### src/rtl/student_mux_if.sv
// Bundles the data, select and counter signals of student_mux.
// master drives a/b/sel/cnt_clr; slave is the mux itself.
interface student_mux_if #(
  parameter int WIDTH = 1,
  parameter int CNT_W = 8
);
  logic [WIDTH-1:0] a;
  logic [WIDTH-1:0] b;
  logic             sel;
  logic             cnt_clr;
  logic [WIDTH-1:0] out;
  logic [WIDTH-1:0] out_q;
  logic             sel_q;
  logic [CNT_W-1:0] sel_cnt;

  modport master (
    output a, b, sel, cnt_clr,
    input  out, out_q, sel_q, sel_cnt
  );

  modport slave (
    input  a, b, sel, cnt_clr,
    output out, out_q, sel_q, sel_cnt
  );
endinterface

### src/rtl/student_mux.sv
// Two-input selector. The combinational output needs no clock or reset;
// a registered copy, the registered select and a saturating count of
// select transitions sit alongside it for pipelined consumers and debug.
module student_mux #(
  parameter int WIDTH = 1,
  parameter int CNT_W = 8
) (
  input  logic          clk,
  input  logic          rst_n,
  student_mux_if.slave  bus
);

  localparam logic [CNT_W-1:0] CNT_MAX = {CNT_W{1'b1}};
  localparam logic [CNT_W-1:0] CNT_ONE = CNT_W'(1);

  logic [WIDTH-1:0] out_q, out_d;
  logic             sel_q, sel_d;
  logic [CNT_W-1:0] cnt_q, cnt_d;

  // Pure data path: only a, b and sel reach the output, so an x/z select
  // resolves with the usual conditional-operator merge.
  assign bus.out = bus.sel ? bus.b : bus.a;

  // Next-state for the registered path; an unknown cnt_clr falls through
  // the if as a 0, and clear wins over a same-cycle increment.
  always_comb begin
    out_d = bus.sel ? bus.b : bus.a;
    sel_d = bus.sel;
    cnt_d = cnt_q;
    if (bus.cnt_clr) begin
      cnt_d = '0;
    end else if ((bus.sel != sel_q) && (cnt_q != CNT_MAX)) begin
      cnt_d = cnt_q + CNT_ONE;
    end
  end

  // Registered outputs; sel_q resets to 0 so a first sampled sel=1 counts.
  always_ff @(posedge clk or negedge rst_n) begin
    if (!rst_n) begin
      out_q <= '0;
      sel_q <= 1'b0;
      cnt_q <= '0;
    end else begin
      out_q <= out_d;
      sel_q <= sel_d;
      cnt_q <= cnt_d;
    end
  end

  assign bus.out_q   = out_q;
  assign bus.sel_q   = sel_q;
  assign bus.sel_cnt = cnt_q;

endmodule

### src/flat_wrapper.sv
// flat-port wrapper written by rule: the top's interface ports become plain ports
module student_mux_flat 
#(
  parameter int WIDTH = 1,
  parameter int CNT_W = 8
)
  (clk, rst_n, bus_a, bus_b, bus_sel, bus_cnt_clr, bus_out, bus_out_q, bus_sel_q, bus_sel_cnt);
  student_mux_if #(.WIDTH(WIDTH), .CNT_W(CNT_W)) bus_i ();
  input  logic clk;
  input  logic rst_n;
  input wire logic [$bits(bus_i.a)-1:0] bus_a;
  input wire logic [$bits(bus_i.b)-1:0] bus_b;
  input wire logic [$bits(bus_i.sel)-1:0] bus_sel;
  input wire logic [$bits(bus_i.cnt_clr)-1:0] bus_cnt_clr;
  output wire logic [$bits(bus_i.out)-1:0] bus_out;
  output wire logic [$bits(bus_i.out_q)-1:0] bus_out_q;
  output wire logic [$bits(bus_i.sel_q)-1:0] bus_sel_q;
  output wire logic [$bits(bus_i.sel_cnt)-1:0] bus_sel_cnt;
  assign bus_i.a = bus_a;
  assign bus_i.b = bus_b;
  assign bus_i.sel = bus_sel;
  assign bus_i.cnt_clr = bus_cnt_clr;
  assign bus_out = bus_i.out;
  assign bus_out_q = bus_i.out_q;
  assign bus_sel_q = bus_i.sel_q;
  assign bus_sel_cnt = bus_i.sel_cnt;
  student_mux #(.WIDTH(WIDTH), .CNT_W(CNT_W)) u_core (.clk(clk), .rst_n(rst_n), .bus(bus_i));
endmodule
### config.mk
export PLATFORM = sky130hd
export DESIGN_NAME = student_mux_flat
export DESIGN_NICKNAME = d
export VERILOG_FILES = /design/src/rtl/student_mux_if.sv /design/src/rtl/student_mux.sv /design/src/flat_wrapper.sv
export SDC_FILE = /design/constraint.sdc
export NUM_CORES = 1
export LEC_CHECK = 0
export BUFFER_PORTS_ARGS = -buffer_cell sky130_fd_sc_hd__buf_2
export CORE_MARGIN = 3
export CORE_UTILIZATION = 29
export CTS_BUF_LIST = sky130_fd_sc_hd__clkbuf_16
export DETAILED_ROUTE_END_ITERATION = 16
export PLACE_DENSITY = 0.48
export SLEW_MARGIN = 20
export SYNTH_ARGS = -nofsm -noshare
export SYNTH_HDL_FRONTEND = slang
export SYNTH_SLANG_ARGS = --single-unit
### constraint.sdc
create_clock -name clk -period 4.2 [get_ports clk]
set_clock_uncertainty 0.05 [all_clocks]
set_input_delay 0.21 -clock clk [delete_from_list [all_inputs] [get_ports clk]]
set_output_delay 0.21 -clock clk [all_outputs]
set_load 0.02 [all_outputs]
# Word-level counts from Yosys, hierarchy flattened
# Cells that the tools add are included.
[op_classes]
eq_ne = 2
reduce_logical = 2
add_sub_neg = 1
n_mul = 0
bitwise = 0
muxes = 3
n_lt_le_gt_ge = 0
n_div = 0
n_shift = 0
[op_table]
columns = ["op", "n"]
rows = [
  ["$mux 8", 2],
  ["$add 8x1->8 const B", 1],
  ["$ne 8x8->1 const B", 1],
  ["$reduce_bool 2->1", 1],
  ["$logic_and 1x1->1", 1],
  ["$mux 1", 1],
  ["$ne 1x1->1", 1],
]
[word_totals]
inputBits = 6
rom_bits = 0
wordCells = 11
register_bits = 10
latch_bits = 0
mem_count = 0
output_inout_bits = 11
ram_bits = 0

# Depth between registers and ports, before layout
# Gate-level depths: netlist of run 1.
[logic_depth]
word_depth = 4
mapped_depth = 5

# Least setup slack after synthesis of run 1
# No wires, ideal clock.
[synth_timing]
path_kind = "reg-to-reg"
start = "register u_core.cnt_q[0], in the netlist u_core.bus.sel_cnt[0]"
end = "register u_core.cnt_q[1], in the netlist u_core.bus.sel_cnt[1]"
path_slack_ps = 2589
arrival_ps = 1429
stages_incl_launch_ff = 6
setup_ps = 132
n_path_buf = 0
path_cell_list = "dfrtp_1 -> ha_1 -> nand3_1 -> o21ai_0 -> mux2i_1 -> nor2_1"
[synth_via]
elab_chain_cells = 3
word_cells_on_any_way = 6
[synth_rtl]
columns = ["item", "line_no", "source"]
rows = [
  ["start: declaration", "student_mux.sv:18", "logic [CNT_W-1:0] cnt_q, cnt_d;"],
  ["start signal: assignment", "student_mux.sv:46", "cnt_q <= cnt_d;"],
  ["$add 8x1->8 / $ne 8x8->1 (equally long branches)", "student_mux.sv:33, student_mux.sv:32", ""],
  ["$mux 8 / $logic_and 1x1->1 (equally long branches)", "student_mux.sv:32", "end else if ((bus.sel != sel_q) && (cnt_q != CNT_MAX)) begin"],
  ["$mux 8 / $reduce_bool 2->1 (equally long branches)", "--", ""],
]
# Several ways; a longest one is shown, not always the timed one. The select of a mux whose other input is x is not followed.
# A chain may end at the register's enable or synchronous reset.

# Worst setup path after layout of run 1
# Ends and elaborated chain as after synthesis.

==> results of run 1 <==
[kinds of logic (layout without fill, tap and decap cells)]
group                      Yosys count  count (layout)  synth area share
AOI/OAI and AO/OA                    8               8            0.1247
buffers and inverters                2              22           0.01525
DFF                                 10              10            0.5089
xor gates and xnor gates             2               2           0.05090
adders and majority gates            1               1           0.02544
and+or+nand+nor                     18              18            0.1883
muxes                                4               4           0.08651
[worst max-delay path, cell delays in order (launching register included)]
cell and delay, ns:
dfrtp_1 0.41, ha_1 0.33, nand3_1 0.10, o21ai_0 0.32, mux2i_1 0.22, nor2_1 0.05
[cells in the mapped netlist]
| library cell | n | area share |
|---|---|---|
| dfrtp_1 | 10 | 0.51 |
| nor2_1 | 6 | 0.046 |
| nand4_1 | 3 | 0.038 |
| a31oi_1 | 2 | 0.025 |
| mux2i_1 | 2 | 0.041 |
| nand3_1 | 2 | 0.020 |
| nor3_1 | 2 | 0.020 |
| a211oi_2 | 1 | 0.025 |
| a21oi_1 | 1 | 0.010 |
| a21oi_2 | 1 | 0.018 |
| a311oi_1 | 1 | 0.018 |
| a41oi_1 | 1 | 0.018 |
| and3_1 | 1 | 0.013 |
| and4_1 | 1 | 0.018 |
| buf_1 | 1 | 0.0076 |
| ha_1 | 1 | 0.025 |
| inv_1 | 1 | 0.0076 |
| mux2_1 | 1 | 0.023 |
| mux2_2 | 1 | 0.023 |
| nand2_1 | 1 | 0.0076 |
| nor2b_1 | 1 | 0.013 |
| nor4_1 | 1 | 0.013 |
| o21ai_0 | 1 | 0.010 |
| xor2_1 | 1 | 0.018 |
| xor2_2 | 1 | 0.033 |
[registers in the layout, summed over array words and instances, names as in the netlist]
register,cells
u_core.bus.out_q,1
u_core.bus.sel_cnt,8
u_core.bus.sel_q,1
[routing by layer]
layer	routed length, um	vias up	track usage	share of wire
met2	477	15	0.1734	0.45
met5	0	-	0	0
met4	42	0	0.09945	0.039
met3	65	4	0.05747	0.061
li1	-	209	-	-
met1	478	208	0.1343	0.45
[through the flow]
stage / hold slack, ns / total power (W) / util / instance area [um^2] / instances
global placement: 0.04226 / 0.0001369 / 0.3772 / 588.1 / 76
finish: 0.09029 / 0.0003081 / 0.4342 / 676.9 / 81
global route: 0.09477 / 0.0003189 / 0.4342 / 676.9 / 81
floorplan: -0.1356 / 0.0001243 / - / 491.7 / 45
CTS: 0.08645 / 0.0003109 / 0.4342 / 676.9 / 81
detailed placement: 0.03994 / 0.0001363 / 0.3772 / 588.1 / 76
[what timing repair did]
item | 4_1_cts | 5_1_grt
hold buffers | 1 | 0
setup endpoints to repair | 0 | 0
hold endpoints to repair | 10 | 0
[power groups by stage]
stage | registers (W) | logic (W) | clock network (W)
2_1_floorplan | 0.000112 | 0.0000125 | 0
3_3_place_gp | 0.000107 | 0.0000295 | 0
3_5_place_dp | 0.000107 | 0.0000292 | 0
4_1_cts | 0.000106 | 0.0000301 | 0.000175
5_1_grt | 0.000107 | 0.0000328 | 0.000179
6_report | 0.000106 | 0.0000295 | 0.000173
[path summary, 6_finish.rpt]
path | endpoint | slack (ns) | depth (start not counted)
min reg2reg | u_core.bus.sel_cnt[4] | 0.53 | 1
max reg2reg | u_core.bus.sel_cnt[1] | 2.60 | 5
max in group asynchronous | u_core.bus.sel_cnt[1] | 3.58 | 2
min | u_core.bus.sel_q | 0.09 | 1
max | u_core.bus.sel_cnt[1] | 2.60 | 5
min in group asynchronous | u_core.bus.sel_cnt[7] | 0.32 | 2
[area by class of cell]
type / instances / share of cell area
Timing Repair Buffer: 17 / 0.1331
Inverter: 1 / 0.005545
Sequential cell: 10 / 0.3697
Tap cell: 16 / 0.02957
Multi-Input combinational cell: 33 / 0.3457
Clock buffer: 3 / 0.1109
Clock inverter: 1 / 0.005545
==> metrics.md, run 1 <==
| Metric | Value |
|---|---|
| Die Wd | 47.18 um |
| Via density | 5.383 |
| Area growth syn-to-layout | 37.66% |
| TNS Setup | 0 ns |
| Num ports | 17 |
| Nature of the critical path startpoint | register |
| Total wire length | 1.064 mm |
| Die Y | 47.18 um |
| CP max FO | 7 |
| Final hold vios | 0 |
| Setup violators final | 0 |
| RD Place Congestion | 0.7308 |
| Commonest non-fill, non-tap cell in the layout | buf_2 |
| Status | complete, no violations |
| Lkg Pwr | 0.3323 nW |
| Sequential area share after synthesis | 0.5089 |
| IO buf count | 16 |
| DRC viols | 0 |
| Clk buf depth | 2 |
| Resized cells post-CTS | 0 |
| Gr usage total | 0.1208 |
| Reg power frac | 0.343 |
| DP Worst Slack | 2.593 ns |
| Internal power consumption | 0.0002371 W |
| Row Count | 14 |
| Layout cells sized above 1 | 0.3538 |
| Switching portion of total power | 0.2305 |
| Clock power frac | 0.561 |
| Syn Area/Cell | 10.93 um^2 |
| Sequential cell area | 250.2 um^2 |
| CP arrival | 1.67 ns |
| Core area | 1559 um^2 |
| R2R Path Start | u_core.bus.sel_cnt[0] |
| Num CTS Buffers | 3 |
| Fin. max-slew vios | 0 |
| Routed WL per cell | 13.14 um |
| Post-synthesis cell count | 45 |
| Number of global-route vias before repair | 383 |
| Grt ovf | 0 |
| First-pass GRT wire length | 1.725 mm |
| Commonest cells after routing, fill and taps aside | buf_2, dfrtp_1, nor2_1 |
| Worst-margin pin slew | 0.3621 ns |
| Peak VDD IR | 0.0002804 V |
| Post-synth net total | 52 |
| Max_cap viols | 0 |
| Post-synth cell types | 25 |
| Starting Density | 0.3154 |
| Power density over cell area | 455.1 nW/um^2 |
| DR pass1 iterations | 4 |
| Final min period | 1.598 ns |
| Number of fill cells in the layout | 155 |
| CP Class | register to register |
| CTS clk-pin slew, worst paths | 0.04 ns |
| Post-layout nets | 73 |
| Worst slew margin relative to its limit | 0.7561 |
| Diode count | 0 |
| CTS H-tree lvls | 1 |
| Routed vias | 436 |
| CP startpoint | u_core.bus.sel_cnt[0] |
| CP Capture Type | register |
| Footprint of the multi-input gates | 234.0 um^2 |
| YS warnings | 0 |
| Post-DP HPWL | 779.6 um |
| CTS tree | built |
| HP Class | input pin to register |
| RSZ-0062 raised after global routing | false |
| Worst Min Path Start | bus_sel |
| Antenna violations before repair | 0 |
| Sw power | 0.00007100 W |
| Root Buffer | clkbuf_16 |
| Sink Count | 10 |
| Final WS setup | 2.602 ns |
| Worst skew pair latency | 0.24 ns |
| Synthesized cell area | 491.7 um^2 |
| Comb pwr share | 0.096 |
| Setup Fix Bufs, Post-CTS | 0 |
| Yosys reg bits | 10 |
| Achievable clock frequency | 0.6259 GHz |
| Die ar. | 2225 um^2 |
| Fin crit share | 0.3804 |
| Largest net degree at the start of global routing | 11 |
| Post-DRT Antenna Nets | 0 |
| Initial DRC count | 5 |
| CP required | 4.27 ns |
Note: power is estimated with default switching activity, not from simulation.
==> inputs of run 2 (changes only) <==
==> constraint.sdc (replaced) <==
create_clock -name clk -period 1.5 [get_ports clk]
set_clock_uncertainty 0.05 [all_clocks]
set_input_delay 0.075 -clock clk [delete_from_list [all_inputs] [get_ports clk]]
set_output_delay 0.075 -clock clk [all_outputs]
set_load 0.02 [all_outputs]
==> run 2 against run 1 <==
Non-clock buffer count up 6. Highest routed layer unchanged. Sequential share of layout area decreased by 3.3 points. Die area stayed put. Setup slack got worse by 2.6 ns. Critical path depth down 1. Sequential power increased to 2.7 times the previous value. First-iteration DRC count shrank 20%. Fmax grew 9.7%. Clock-buffer cell count unchanged. Sequential cell count stayed put. Critical path type unchanged.
==> metrics.md, run 2 (synthesized netlist as in run 1, its figures left out) <==
| Metric | Value |
|---|---|
| Status | complete, no violations (unchanged) |
| Root Buffer | clkbuf_16 (unchanged) |
| CP startpoint | u_core.bus.sel_q (was u_core.bus.sel_cnt[0]) |
| CP Capture Type | register (unchanged) |
| Clk buf depth | 2 (unchanged) |
| Number of fill cells in the layout | 149 (was 155) |
| CP max FO | 4 (was 7) |
| CP arrival | 1.52 ns (was 1.67 ns) |
| Number of global-route vias before repair | 475 (was 383) |
| Largest net degree at the start of global routing | 11 (unchanged) |
| Total wire length | 1.101 mm (was 1.064 mm) |
| Met2 Usage GRT | 0.1978 (was 0.1734) |
| Diode count | 0 (unchanged) |
| Post-layout nets | 79 (was 73) |
| Achievable clock frequency | 0.6865 GHz (was 0.6259 GHz) |
| CP cell instances | xor2_4, nand4_1, a21oi_2, mux2_4 (was ha_1, nand3_1, o21ai_0, mux2i_1, nor2_1) |
| HP Class | input pin to register (unchanged) |
| Post-DRT Antenna Nets | 0 (unchanged) |
| Num ports | 17 (unchanged) |
| Final core occ | 0.4791 (was 0.4342) |
| Worst skew pair latency | 0.24 ns (about the same) |
| CTS H-tree lvls | 1 (unchanged) |
| Reg2Reg Setup Slack | 0.04 ns (was 2.60 ns) |
| Final min period | 1.457 ns (was 1.598 ns) |
| Antenna violations before repair | 0 (unchanged) |
| CTS clk-pin slew, worst paths | 0.04 ns (about the same) |
| Num CTS Buffers | 3 (unchanged) |
| Initial DRC count | 4 (was 5) |
| Die ar. | 2225 um^2 (unchanged) |
| Max FFs per register | 8 (unchanged) |
| IO buf count | 16 (unchanged) |
| CTS tree | built (unchanged) |
| Commonest non-fill, non-tap cell in the layout | buf_2 (unchanged) |
| RSZ-0062 raised after global routing | true (was false) |
| Worst setup path endpoint | u_core.bus.sel_cnt[3] (was u_core.bus.sel_cnt[1]) |
| Die Wd | 47.18 um (unchanged) |
| Sink Count | 10 (unchanged) |
| Setup Fix Bufs, Post-CTS | 0 (unchanged) |
| Fin. max-slew vios | 0 (unchanged) |
| Post-DP HPWL | 848.3 um (was 779.6 um) |
| Setup violators final | 0 (unchanged) |
| Area growth syn-to-layout | 51.91% (was 37.66%) |
| Delay of the slowest critical-path stage | 0.43 ns (was 0.41 ns) |
| Row Count | 14 (unchanged) |
| R2R cell count | 4 (was 5) |
| Nature of the critical path startpoint | register (unchanged) |
| TNS Setup | 0 ns (unchanged) |
| Commonest cells after routing, fill and taps aside | buf_2, dfrtp_1, nor2_1 (unchanged) |
| M1 GR Usage | 0.1570 (was 0.1343) |
| Design area | 747.0 um^2 (was 676.9 um^2) |
| R2R Path Start | u_core.bus.sel_q (was u_core.bus.sel_cnt[0]) |
| DP Area | 640.6 um^2 (was 588.1 um^2) |
| Lkg Pwr | 0.3653 nW (was 0.3323 nW) |
| Fin crit share | 0.9711 (was 0.3804) |
| Starting Density | 0.3154 (unchanged) |
| Met3 usage | 0.03448 (was 0.05747) |
| Gr usage total | 0.1285 (was 0.1208) |
| Final hold vios | 0 (unchanged) |
| CP required | 1.57 ns (was 4.27 ns) |
| Worst-margin pin slew | 0.2445 ns (was 0.3621 ns) |
| Die Y | 47.18 um (unchanged) |
| Post-Layout Cell Count | 87 (was 81) |
| CP max stage cell | dfrtp_2 (was dfrtp_1) |
| DR pass1 iterations | 4 (unchanged) |
| First-pass GRT wire length | 1.959 mm (was 1.725 mm) |
| DRC viols | 0 (unchanged) |
| Top Usage Layer GRT | met2 (unchanged) |
| Peak VDD IR | 0.0005906 V (was 0.0002804 V) |
| Placed insts | 81 (was 76) |
| Routed vias | 456 (was 436) |
| Power density over cell area | 1174 nW/um^2 (was 455.1 nW/um^2) |
| RR Endpoint | u_core.bus.sel_cnt[3] (was u_core.bus.sel_cnt[1]) |
| Routed WL per cell | 12.66 um (was 13.14 um) |
| Core area | 1559 um^2 (unchanged) |
| Grt ovf | 0 (unchanged) |
| Via density | 5.241 (was 5.383) |
| Layout cells sized above 1 | 0.4507 (was 0.3538) |
| Max_cap viols | 0 (unchanged) |
| CP Class | register to register (unchanged) |
| RD Place Congestion | 0.7227 (was 0.7308) |
| Worst slew margin relative to its limit | 0.8355 (was 0.7561) |
run 2: what timing repair did:
item                       CTS  global route
resized for setup            0             2
setup endpoints to repair    0             2
hold buffers                 2             0
hold endpoints to repair    11             0
run 2: critical path, delay by kind of cell (launching register included):
family | cells | cell delay (ns)
AO/OA/AOI/OAI | 1 | 0.20
XOR/XNOR | 1 | 0.18
flip-flops | 1 | 0.43
multiplexers | 1 | 0.31
AND/OR/NAND/NOR | 1 | 0.16
run 2: how the worst min path moves through the flow:
stage	from	slack [ns]	to	cells after the start
after global placement	rst_n	-0.1	u_core.bus.sel_cnt[7]	1
after detailed placement	rst_n	-0.1	u_core.bus.sel_cnt[6]	1
after CTS	bus_b	0.03	u_core.bus.out_q	2
after floorplan	rst_n	-0.27	u_core.bus.out_q	0
final	bus_b	0.03	u_core.bus.out_q	2
after global routing	bus_b	0.04	u_core.bus.out_q	2
run 2: power breakdown:
group          switching, W  internal [W]  leakage (nW)
clock              0.000126      0.000349        0.0423
sequential       0.00000802      0.000283         0.133
combinational     0.0000625     0.0000486         0.190
run 2: final cells by class:
| cell class | instances | area (um^2) | share of cell area |
|---|---|---|---|
| multi-input combinational | 33 | 255.2 | 0.3417 |
| sequential | 10 | 251.5 | 0.3367 |
| clock inverter | 1 | 3.754 | 0.005025 |
| timing repair buffer | 23 | 137.6 | 0.1843 |
| tap | 16 | 20.02 | 0.02680 |
| clock buffer | 3 | 75.07 | 0.1005 |
| inverter | 1 | 3.754 | 0.005025 |
run 2: stage by stage:
stage	worst slack, ns	hold WS (ns)	power (W)
final	0.04332	0.02958	0.0008768
after floorplan	0.003548	-0.2706	0.0003520
after global routing	-0.02065	0.03576	0.0009161
after CTS	0.05519	0.02936	0.0008908
after detailed placement	0.07197	-0.09787	0.0004023
after global placement	0.08491	-0.09700	0.0004029
run 2: metal layers:
layer / part of all wire / wire, um
met5: 0 / 0
met1: 0.45 / 495
met2: 0.45 / 493
met4: 0.033 / 36
met3: 0.069 / 76
